## config.mk

```make
export PLATFORM = sky130hd
export DESIGN_NAME = uart_cmd_parser_flat
export DESIGN_NICKNAME = d
export VERILOG_FILES = /design/src/rtl/uart_cmd_parser_if.sv /design/src/rtl/uart_cmd_parser.sv /design/src/flat_wrapper.sv
export SDC_FILE = /design/constraint.sdc
export NUM_CORES = 1
export LEC_CHECK = 0
export CAP_MARGIN = 5
export CELL_PAD_IN_SITES_DETAIL_PLACEMENT = 1
export CELL_PAD_IN_SITES_GLOBAL_PLACEMENT = 1
export CORE_MARGIN = 8
export CORE_UTILIZATION = 40
export CTS_CLUSTER_SIZE = 12
export DETAILED_ROUTE_END_ITERATION = 12
export PLACE_DENSITY = 0.84
export SYNTH_ARGS = -nofsm -noshare
export SYNTH_HDL_FRONTEND = slang
export SYNTH_SLANG_ARGS = --single-unit
```

## constraint.sdc

```tcl
create_clock -name clk -period 1.9 [get_ports clk]
set_clock_uncertainty 0.05 [all_clocks]
set_input_delay 0.475 -clock clk [delete_from_list [all_inputs] [get_ports clk]]
set_output_delay 0.475 -clock clk [all_outputs]
set_load 0.01 [all_outputs]
```

## src/rtl/uart_cmd_parser_if.sv

```systemverilog
// Byte-stream input and decoded-command output bundle of the UART command parser.
// The master side feeds received bytes; the slave side (the parser) returns commands and status.
interface uart_cmd_parser_if;
  logic [7:0]  rx_byte;
  logic        rx_valid;
  logic [7:0]  cmd_code;
  logic [15:0] cmd_arg;
  logic        cmd_valid;
  logic        frame_err;
  logic [7:0]  err_count;
  logic        busy;

  modport master (
    output rx_byte, rx_valid,
    input  cmd_code, cmd_arg, cmd_valid, frame_err, err_count, busy
  );

  modport slave (
    input  rx_byte, rx_valid,
    output cmd_code, cmd_arg, cmd_valid, frame_err, err_count, busy
  );
endinterface

```

## src/rtl/uart_cmd_parser.sv

```systemverilog
// Parses 5-byte frames (SOF, CMD, ARG_H, ARG_L, CHK) from a UART byte stream,
// publishing accepted commands and flagging rejected or timed-out frames.
module uart_cmd_parser #(
  parameter int unsigned TIMEOUT_CYCLES = 100000,
  parameter logic [7:0]  SOF_BYTE       = 8'hA5
) (
  input logic              clk,
  input logic              rst_n,
  uart_cmd_parser_if.slave bus
);
  localparam int unsigned CNT_W = $clog2(TIMEOUT_CYCLES + 1);
  localparam logic [CNT_W-1:0] TMO_LAST = CNT_W'(TIMEOUT_CYCLES - 1);

  typedef enum logic [2:0] {
    WAIT_SOF,
    GET_CMD,
    GET_ARGH,
    GET_ARGL,
    GET_CHK
  } state_t;

  state_t           state;
  state_t           state_next;
  logic [CNT_W-1:0] tmo_cnt;
  logic [7:0]       cmd_sh;
  logic [7:0]       argh_sh;
  logic [7:0]       argl_sh;
  logic             timeout;
  logic             accept;
  logic             reject;

  // A byte arriving on the timeout cycle takes priority over the timeout.
  assign timeout = (state != WAIT_SOF) && !bus.rx_valid && (tmo_cnt == TMO_LAST);

  always_ff @(posedge clk or negedge rst_n) begin
    if (!rst_n) begin
      state <= WAIT_SOF;
    end else begin
      state <= state_next;
    end
  end

  always_comb begin
    state_next = state;
    if (timeout) begin
      state_next = WAIT_SOF;
    end else if (bus.rx_valid) begin
      case (state)
        WAIT_SOF: if (bus.rx_byte == SOF_BYTE) state_next = GET_CMD;
        GET_CMD:  state_next = (bus.rx_byte == 8'h00) ? WAIT_SOF : GET_ARGH;
        GET_ARGH: state_next = GET_ARGL;
        GET_ARGL: state_next = GET_CHK;
        GET_CHK:  state_next = WAIT_SOF;
        default:  state_next = WAIT_SOF;
      endcase
    end
  end

  always_comb begin
    accept = 1'b0;
    reject = 1'b0;
    if (timeout) begin
      reject = 1'b1;
    end else if (bus.rx_valid) begin
      case (state)
        GET_CMD: reject = (bus.rx_byte == 8'h00);
        GET_CHK: begin
          accept = (bus.rx_byte == (cmd_sh ^ argh_sh ^ argl_sh));
          reject = (bus.rx_byte != (cmd_sh ^ argh_sh ^ argl_sh));
        end
        default: ;
      endcase
    end
  end

  always_ff @(posedge clk or negedge rst_n) begin
    if (!rst_n) begin
      tmo_cnt <= '0;
    end else if (bus.rx_valid || (state == WAIT_SOF)) begin
      tmo_cnt <= '0;
    end else begin
      tmo_cnt <= tmo_cnt + 1'b1;
    end
  end

  always_ff @(posedge clk or negedge rst_n) begin
    if (!rst_n) begin
      cmd_sh  <= '0;
      argh_sh <= '0;
      argl_sh <= '0;
    end else if (bus.rx_valid) begin
      case (state)
        GET_CMD:  if (bus.rx_byte != 8'h00) cmd_sh <= bus.rx_byte;
        GET_ARGH: argh_sh <= bus.rx_byte;
        GET_ARGL: argl_sh <= bus.rx_byte;
        default: ;
      endcase
    end
  end

  // Published command only moves on acceptance, so rejected frames leave it intact.
  always_ff @(posedge clk or negedge rst_n) begin
    if (!rst_n) begin
      bus.cmd_code  <= '0;
      bus.cmd_arg   <= '0;
      bus.cmd_valid <= 1'b0;
      bus.frame_err <= 1'b0;
      bus.err_count <= '0;
      bus.busy      <= 1'b0;
    end else begin
      bus.cmd_valid <= accept;
      bus.frame_err <= reject;
      bus.busy      <= (state_next != WAIT_SOF);
      if (accept) begin
        bus.cmd_code <= cmd_sh;
        bus.cmd_arg  <= {argh_sh, argl_sh};
      end
      if (reject && (bus.err_count != 8'hFF)) begin
        bus.err_count <= bus.err_count + 8'd1;
      end
    end
  end
endmodule

```

## src/flat_wrapper.sv

```systemverilog
// flat-port wrapper written by rule: the top's interface ports become plain ports
module uart_cmd_parser_flat 
#(
  parameter int unsigned TIMEOUT_CYCLES = 100000,
  parameter logic [7:0]  SOF_BYTE       = 8'hA5
)
  (clk, rst_n, bus_rx_byte, bus_rx_valid, bus_cmd_code, bus_cmd_arg, bus_cmd_valid, bus_frame_err, bus_err_count, bus_busy);
  uart_cmd_parser_if bus_i ();
  input logic clk;
  input logic rst_n;
  input wire logic [$bits(bus_i.rx_byte)-1:0] bus_rx_byte;
  input wire logic [$bits(bus_i.rx_valid)-1:0] bus_rx_valid;
  output wire logic [$bits(bus_i.cmd_code)-1:0] bus_cmd_code;
  output wire logic [$bits(bus_i.cmd_arg)-1:0] bus_cmd_arg;
  output wire logic [$bits(bus_i.cmd_valid)-1:0] bus_cmd_valid;
  output wire logic [$bits(bus_i.frame_err)-1:0] bus_frame_err;
  output wire logic [$bits(bus_i.err_count)-1:0] bus_err_count;
  output wire logic [$bits(bus_i.busy)-1:0] bus_busy;
  assign bus_i.rx_byte = bus_rx_byte;
  assign bus_i.rx_valid = bus_rx_valid;
  assign bus_cmd_code = bus_i.cmd_code;
  assign bus_cmd_arg = bus_i.cmd_arg;
  assign bus_cmd_valid = bus_i.cmd_valid;
  assign bus_frame_err = bus_i.frame_err;
  assign bus_err_count = bus_i.err_count;
  assign bus_busy = bus_i.busy;
  uart_cmd_parser #(.TIMEOUT_CYCLES(TIMEOUT_CYCLES), .SOF_BYTE(SOF_BYTE)) u_core (.clk(clk), .rst_n(rst_n), .bus(bus_i));
endmodule
```

======== After elaboration in Yosys (flattened, before gate mapping) ========
Cells that the tools add are included.
word-level totals
  word-level logic and storage cells ...... 49
  register bits ........................... 79
  output and inout port bits .............. 35
  input bits .............................. 11
operators by class
  $add $sub $neg .......................... 2
  bitwise gates (word level) .............. 2
  equal/unequal tests ..................... 9
  reduce and logical (&&, ||, !) cells .... 13
  muxes and demuxes ....................... 12
operator list
  operator                                        number
  adder 17 x 1 -> 17 bit (second input constant)  1
  == test 17 bit (second input constant)          1
  2-to-1 mux 17 bit                               1
  bitwise XOR 8 bit                               2
  case mux 3 bit (4 select lines)                 1
  2-to-1 mux 3 bit                                3
  adder 8 x 1 -> 8 bit (second input constant)    1
  == test 8 bit                                   1
  == test 8 bit (second input constant)           1
  zero test 8 bit                                 1
  != test 8 bit                                   1
  != test 8 bit (second input constant)           1
  nonzero test 8 bit                              1
  == test 3 x 2 -> 1 bit (second input constant)  2
  nonzero test 3 bit                              2
  2-to-1 mux 1 bit                                5
  AND reduction 2 bit                             2
  == test 3 x 1 -> 1 bit (second input constant)  1
  == test 3 bit (second input constant)           1
  logical AND 1 bit                               3
  zero test 3 bit                                 1
  AND reduction 3 bit                             1
  2-to-1 mux 2 bit                                1
  case mux 1 bit (2 select lines)                 1
  2 further kinds                                 2

======== Logic depth before layout (Yosys ltp) ========
Gate-level depths: netlist of the first run.
  depth after elaboration ................. 7
  mapped depth ............................ 8
  depth with buffers taken out ............ 7

======== Worst setup path before layout of the first run ========
OpenSTA, ideal clock, no wires.
  path type ............................... input to register
  start point ............................. in bus_rx_valid
  end point ............................... reg u_core.bus.err_count[1]
  path slack .............................. -0.129 ns
  setup time .............................. 0.128 ns
  data required time ...................... 1.722 ns
  buffers on the path ..................... 2
  data arrival time ....................... 1.852 ns
  stages .................................. 7
  cell sequence ........................... clkbuf_1 > or2_1 > buf_2 > nor3_4 > a21oi_2 > a21boi_2 > mux2_1
between the ends
  cells in the longest elaborated chain, start to end .. 5
RTL lines
  what                            line                      source
  start, declared                 flat_wrapper.sv:12        input wire logic [$bits(bus_i.rx_valid)-1:0] bus_rx_valid;
  zero test 1 bit                 uart_cmd_parser.sv:33     assign timeout = (state != WAIT_SOF) && !bus.rx_valid && (tmo_cnt == TMO_LAST);
  logical AND 1 bit (2 in a row)  uart_cmd_parser.sv:33
  2-to-1 mux 1 bit *              uart_cmd_parser.sv:62     if (timeout) begin
  logical AND 1 bit *             uart_cmd_parser.sv:118    if (reject && (bus.err_count != 8'hFF)) begin
  end signal, assigned            uart_cmd_parser.sv:119    bus.err_count <= bus.err_count + 8'd1;
  end, declared                   uart_cmd_parser_if.sv:20  output cmd_code, cmd_arg, cmd_valid, frame_err, err_count, busy
Every way passes the cells marked *; elsewhere a longest branch is shown, timed or not.
A chain may end at the register's enable or synchronous reset.

======== Worst setup path after layout of the first run ========
  start point ............................. reg u_core.argh_sh[2]
  end point ............................... reg u_core.bus.err_count[7]
between the ends
  cells in the longest elaborated chain, start to end .. 7
RTL lines
  what                             line                    source
  start, declared                  uart_cmd_parser.sv:26   logic [7:0] argh_sh;
  start signal, assigned           uart_cmd_parser.sv:94   GET_ARGH: argh_sh <= bus.rx_byte;
  bitwise XOR 8 bit (2 in a row)   uart_cmd_parser.sv:69   reject = (bus.rx_byte != (cmd_sh ^ argh_sh ^ argl_sh));
  != test 8 bit                    uart_cmd_parser.sv:69
  case mux 1 bit (2 select lines)  uart_cmd_parser.sv:65   case (state)
  2-to-1 mux 1 bit                 uart_cmd_parser.sv:64   end else if (bus.rx_valid) begin
  2-to-1 mux 1 bit                 uart_cmd_parser.sv:62
  logical AND 1 bit                uart_cmd_parser.sv:118
No other way between the ends.

==> out/metrics.csv, run 1 <==
stage,metric,value,unit
routing,route.vias.total,2587,
synthesis,ys_warn_count,0,
synthesis,synth_ff_type,dfrtp_1,
timing,max_freq,499,MHz
power,clkPwrFrac,25.5,%
job,cap_violations,0,
worst_setup_path,critical-path-top-delay-family,flip-flops,
timing,timing.slew.headroom,72.2,%
worst_setup_path,crit_top_cell,xnor2_1,
power,swShare,33.6,%
cts,path_clk_slew,100,ps
global_route,grt_first_pass_wirelength,15.8,mm
layout,fillers,910,
routing,route.met2.wl,5.00,mm
floorplanning,die_w,111,um
placement,dp.cells,464,
routing,met1Wirelength,4.29,mm
timing,slew_viol_final,0,
timing,finalSetupViolCount,33,
synthesis,mappedNetlistArea,3630,um^2
floorplanning,fp.dieH,111,um
timing,worst_pin_slew,417,ps
power,p_comb_share,32.6,%
placement,gp_congestion,0.784,
synthesis,yosys_register_bits,79,
global_route,antenna_found_initial,1,
worst_setup_path,required,2100,ps
routing,first_iter_violations,73,
timing,setup_ws,-106,ps
global_route,grt_use_total,15.8,%
worst_setup_path,endpoint_kind,register,
placement,hpwl,6.00,mm
floorplanning,placeableCoreArea,8760,um^2
floorplanning,die-area,12400,um^2
cts,cts_buffers,9,
synthesis,ys_seq_area_share,54.5,%
layout,drive_gt1_share,38.2,%
cts,cts_tree,yes,
synthesis,synth_nets,298,
worst_setup_path,path_cells,"xnor2_1, xnor2_1, nand4_1, o21ai_2, buf_6, a21oi_2, mux2_4",
synthesis,yosysUniqueCellTypes,40,
floorplanning,pin_count,46,
cts,cts_max_path_buffers,2,
power,ir_worst_vdd,0.469,mV
layout,multi_input_area,1770,um^2
worst_setup_path,r2r_cells,7,
routing,drc,0,
worst_setup_path,crit_buf_inv,1,
power,p_int,3.81,mW
routing,drt.antenna.violating_nets,0,
cts,clock_latency,370,ps
synthesis,syn_inst,285,
synthesis,async_reset_ff_share,100,%
min_path,min-delay-path-class,input pin to asynchronous set/reset pin,
cts,ctsHtreeMaxLevel,3,
routing,wl_per_cell,19.9,um
worst_setup_path,r2r_end,u_core.bus.err_count[7]$_DFFE_PN0P_,
layout,nets,395,
cts,clock-sinks,79,
worst_setup_path,worst-setup-path-type,register to register,
timing,hold_viol_final,0,
routing,top_layer,met5,
worst_setup_path,reg2reg_from,u_core.argh_sh[2]$_DFFE_PN0P_,
placement,place_ws,-854,ps
routing,drt_pass1_iterations,4,
routing,wl,9.85,mm
timing,timing.final.crit_share,106,%
power,p_leak,2.29,nW
worst_setup_path,regToRegSetupSlack,-110,ps
cts,clockRootBuffer,clkbuf_8,
timing,rsz0062_at_grt,true,
global_route,grt_max_degree,80,
routing,met3_length,385,um
power,p_sw,1.93,mW
power,finalPower,5.74,mW
floorplanning,start_util,41.4,%
global_route,grt_overflow,0,
synthesis,synth_enable_flop_cells,0,
worst_setup_path,cp_slowest_stage_delay,440,ps
layout,n_antenna_cell,0,
timing,timing.hold.ws,66.7,ps
worst_setup_path,critical_path_peak_fanout,8,
power,p_per_area,1150,nW/um^2
routing,via_per_inst,5.23,
outcome,violations,negative setup slack,
synthesis,syn_avg_cell_area,12.7,um^2
layout,syn_to_final_growth,37.1,%
power,seqPwrFrac,41.8,%
floorplanning,fp-row-count,34,
outcome,status,"finished, violations left",
placement,portBuffers,45,
cts,ctsHoldBuffers,0,
worst_setup_path,cp_slowest_cell,dfrtp_1,
global_route,grt_pass1_vias,2837,
layout,seq_area,1980,um^2
layout,fin_util,56.7,%
worst_setup_path,crit_path_start_kind,register,
worst_setup_path,worstPathArrival,2210,ps
timing,fin_crit,2010,ps
layout,finalNonFillerCells,495,
==> layout by cell type (no fill, tap or decap), types with 13 or more instances in the layout <==
cell and instances:
buf_4 42, clkdlybuf4s50_1 34, dfrtp_1 78, mux2_2 28, mux2_4 24, nand2_1 13
nor2_1 27, xnor2_1 19, xor2_1 15
==> metal layers <==
metal / global-route usage, % / vias to the layer above
met3: 3.73 / 14
li1: - / 1180
met5: 0 / -
met1: 19.2 / 1347
met2: 26.0 / 44
met4: 6.58 / 2
==> state kept, by name, summed over array words and instances, names as in the netlist <==
register	cells
u_core.tmo_cnt	17
u_core.bus.cmd_code	8
u_core.bus.frame_err	1
u_core.bus.err_count	8
u_core.bus.cmd_valid	1
u_core.bus.cmd_arg	16
u_core.argl_sh	8
u_core.argh_sh	8
u_core.state	3
u_core.bus.busy	1
u_core.cmd_sh	8
==> cells by family (layout without fill, tap and decap cells) <==
family	after synthesis	count (layout)	synth area share (%)
buffers and inverters	11	113	1.72
AO/OA/AOI/OAI	14	14	2.48
multiplexers	53	53	18.4
XOR/XNOR	41	41	9.90
AND/OR/NAND/NOR	85	85	12.3
adder cells (fa/ha/maj)	2	2	0.690
flip-flops	79	79	54.5
==> area by class of cell <==
class / count / share of cell area [%]
clock inverters: 7 / 2.11
flip-flops and latches: 79 / 39.8
repair buffers: 93 / 17.1
multi-input cells: 195 / 35.5
well taps: 108 / 2.72
inverters: 4 / 0.302
clock buffers: 9 / 2.49
==> worst register-to-register path: stages, from the launching register on <==
cell     delay [ps]
dfrtp_1         440
xnor2_1         150
xnor2_1         240
nand4_1         220
o21ai_2         230
buf_6           180
a21oi_2          80
mux2_4          300
==> worst max path at each step <==
| stage | start | endpoint | slack [ps] | depth (start not counted) |
|---|---|---|---|---|
| 2_1_floorplan | bus_rx_byte[0] | u_core.bus.err_count[1]$_DFFE_PN0P_ | -10 | 5 |
| 3_3_place_gp | bus_rx_byte[4] | u_core.bus.err_count[1]$_DFFE_PN0P_ | -640 | 8 |
| 3_5_place_dp | bus_rx_byte[5] | u_core.bus.err_count[7]$_DFFE_PN0P_ | -850 | 9 |
| 4_1_cts | u_core.argh_sh[1]$_DFFE_PN0P_ | u_core.bus.err_count[7]$_DFFE_PN0P_ | -90 | 7 |
| 5_1_grt | u_core.cmd_sh[4]$_DFFE_PN0P_ | u_core.bus.cmd_arg[3]$_DFFE_PN0P_ | -190 | 7 |
| 6_report | u_core.argh_sh[2]$_DFFE_PN0P_ | u_core.bus.err_count[7]$_DFFE_PN0P_ | -110 | 7 |
==> power groups by stage <==
stage                     logic [mW]  clock network [mW]  registers [mW]
after global placement          1.47                   0            2.37
final                           1.87                1.46            2.40
after CTS                       1.82                1.48            2.38
after detailed placement        1.56                   0            2.39
after global routing            2.01                1.55            2.45
after floorplan                 1.07                   0            2.32
==> cell usage after synthesis, types with 3 or more instances <==
cell type	n	area share, %
and3_1	4	0.69
mux2_1	5	1.6
mux2_4	19	7.9
nor3_1	4	0.55
a21oi_1	7	0.97
nand3_1	9	1.2
nand2_1	13	1.3
xnor2_1	24	5.8
nand4_1	9	1.6
inv_1	4	0.41
dfrtp_1	79	55
mux2_2	28	8.7
nand2b_1	3	0.52
nor2_1	28	2.9
xor2_1	17	4.1
==> per-stage QoR <==
| stage | setup TNS (ps) | area [um^2] |
|---|---|---|
| detailed placement | -33840 | 4460 |
| CTS | -2330 | 4870 |
| finish | -2560 | 4970 |
| global route | -5430 | 4970 |
| floorplan | -29.8 | 3670 |
| global placement | -24870 | 4460 |
==> repair_timing <==
item	in CTS	in global routing
gates resized for setup	38	10
pin swaps	12	5
setup endpoints to repair	46	43
buffers inserted	7	8
gates cloned	0	0
Power figures use the tool's default switching activity.
==> run 2: changes to the inputs <==
SLEW_MARGIN = 15   (was unset)
==> results of run 2 <==
The final DEF is identical to that of run 1; final timing and power are the same.
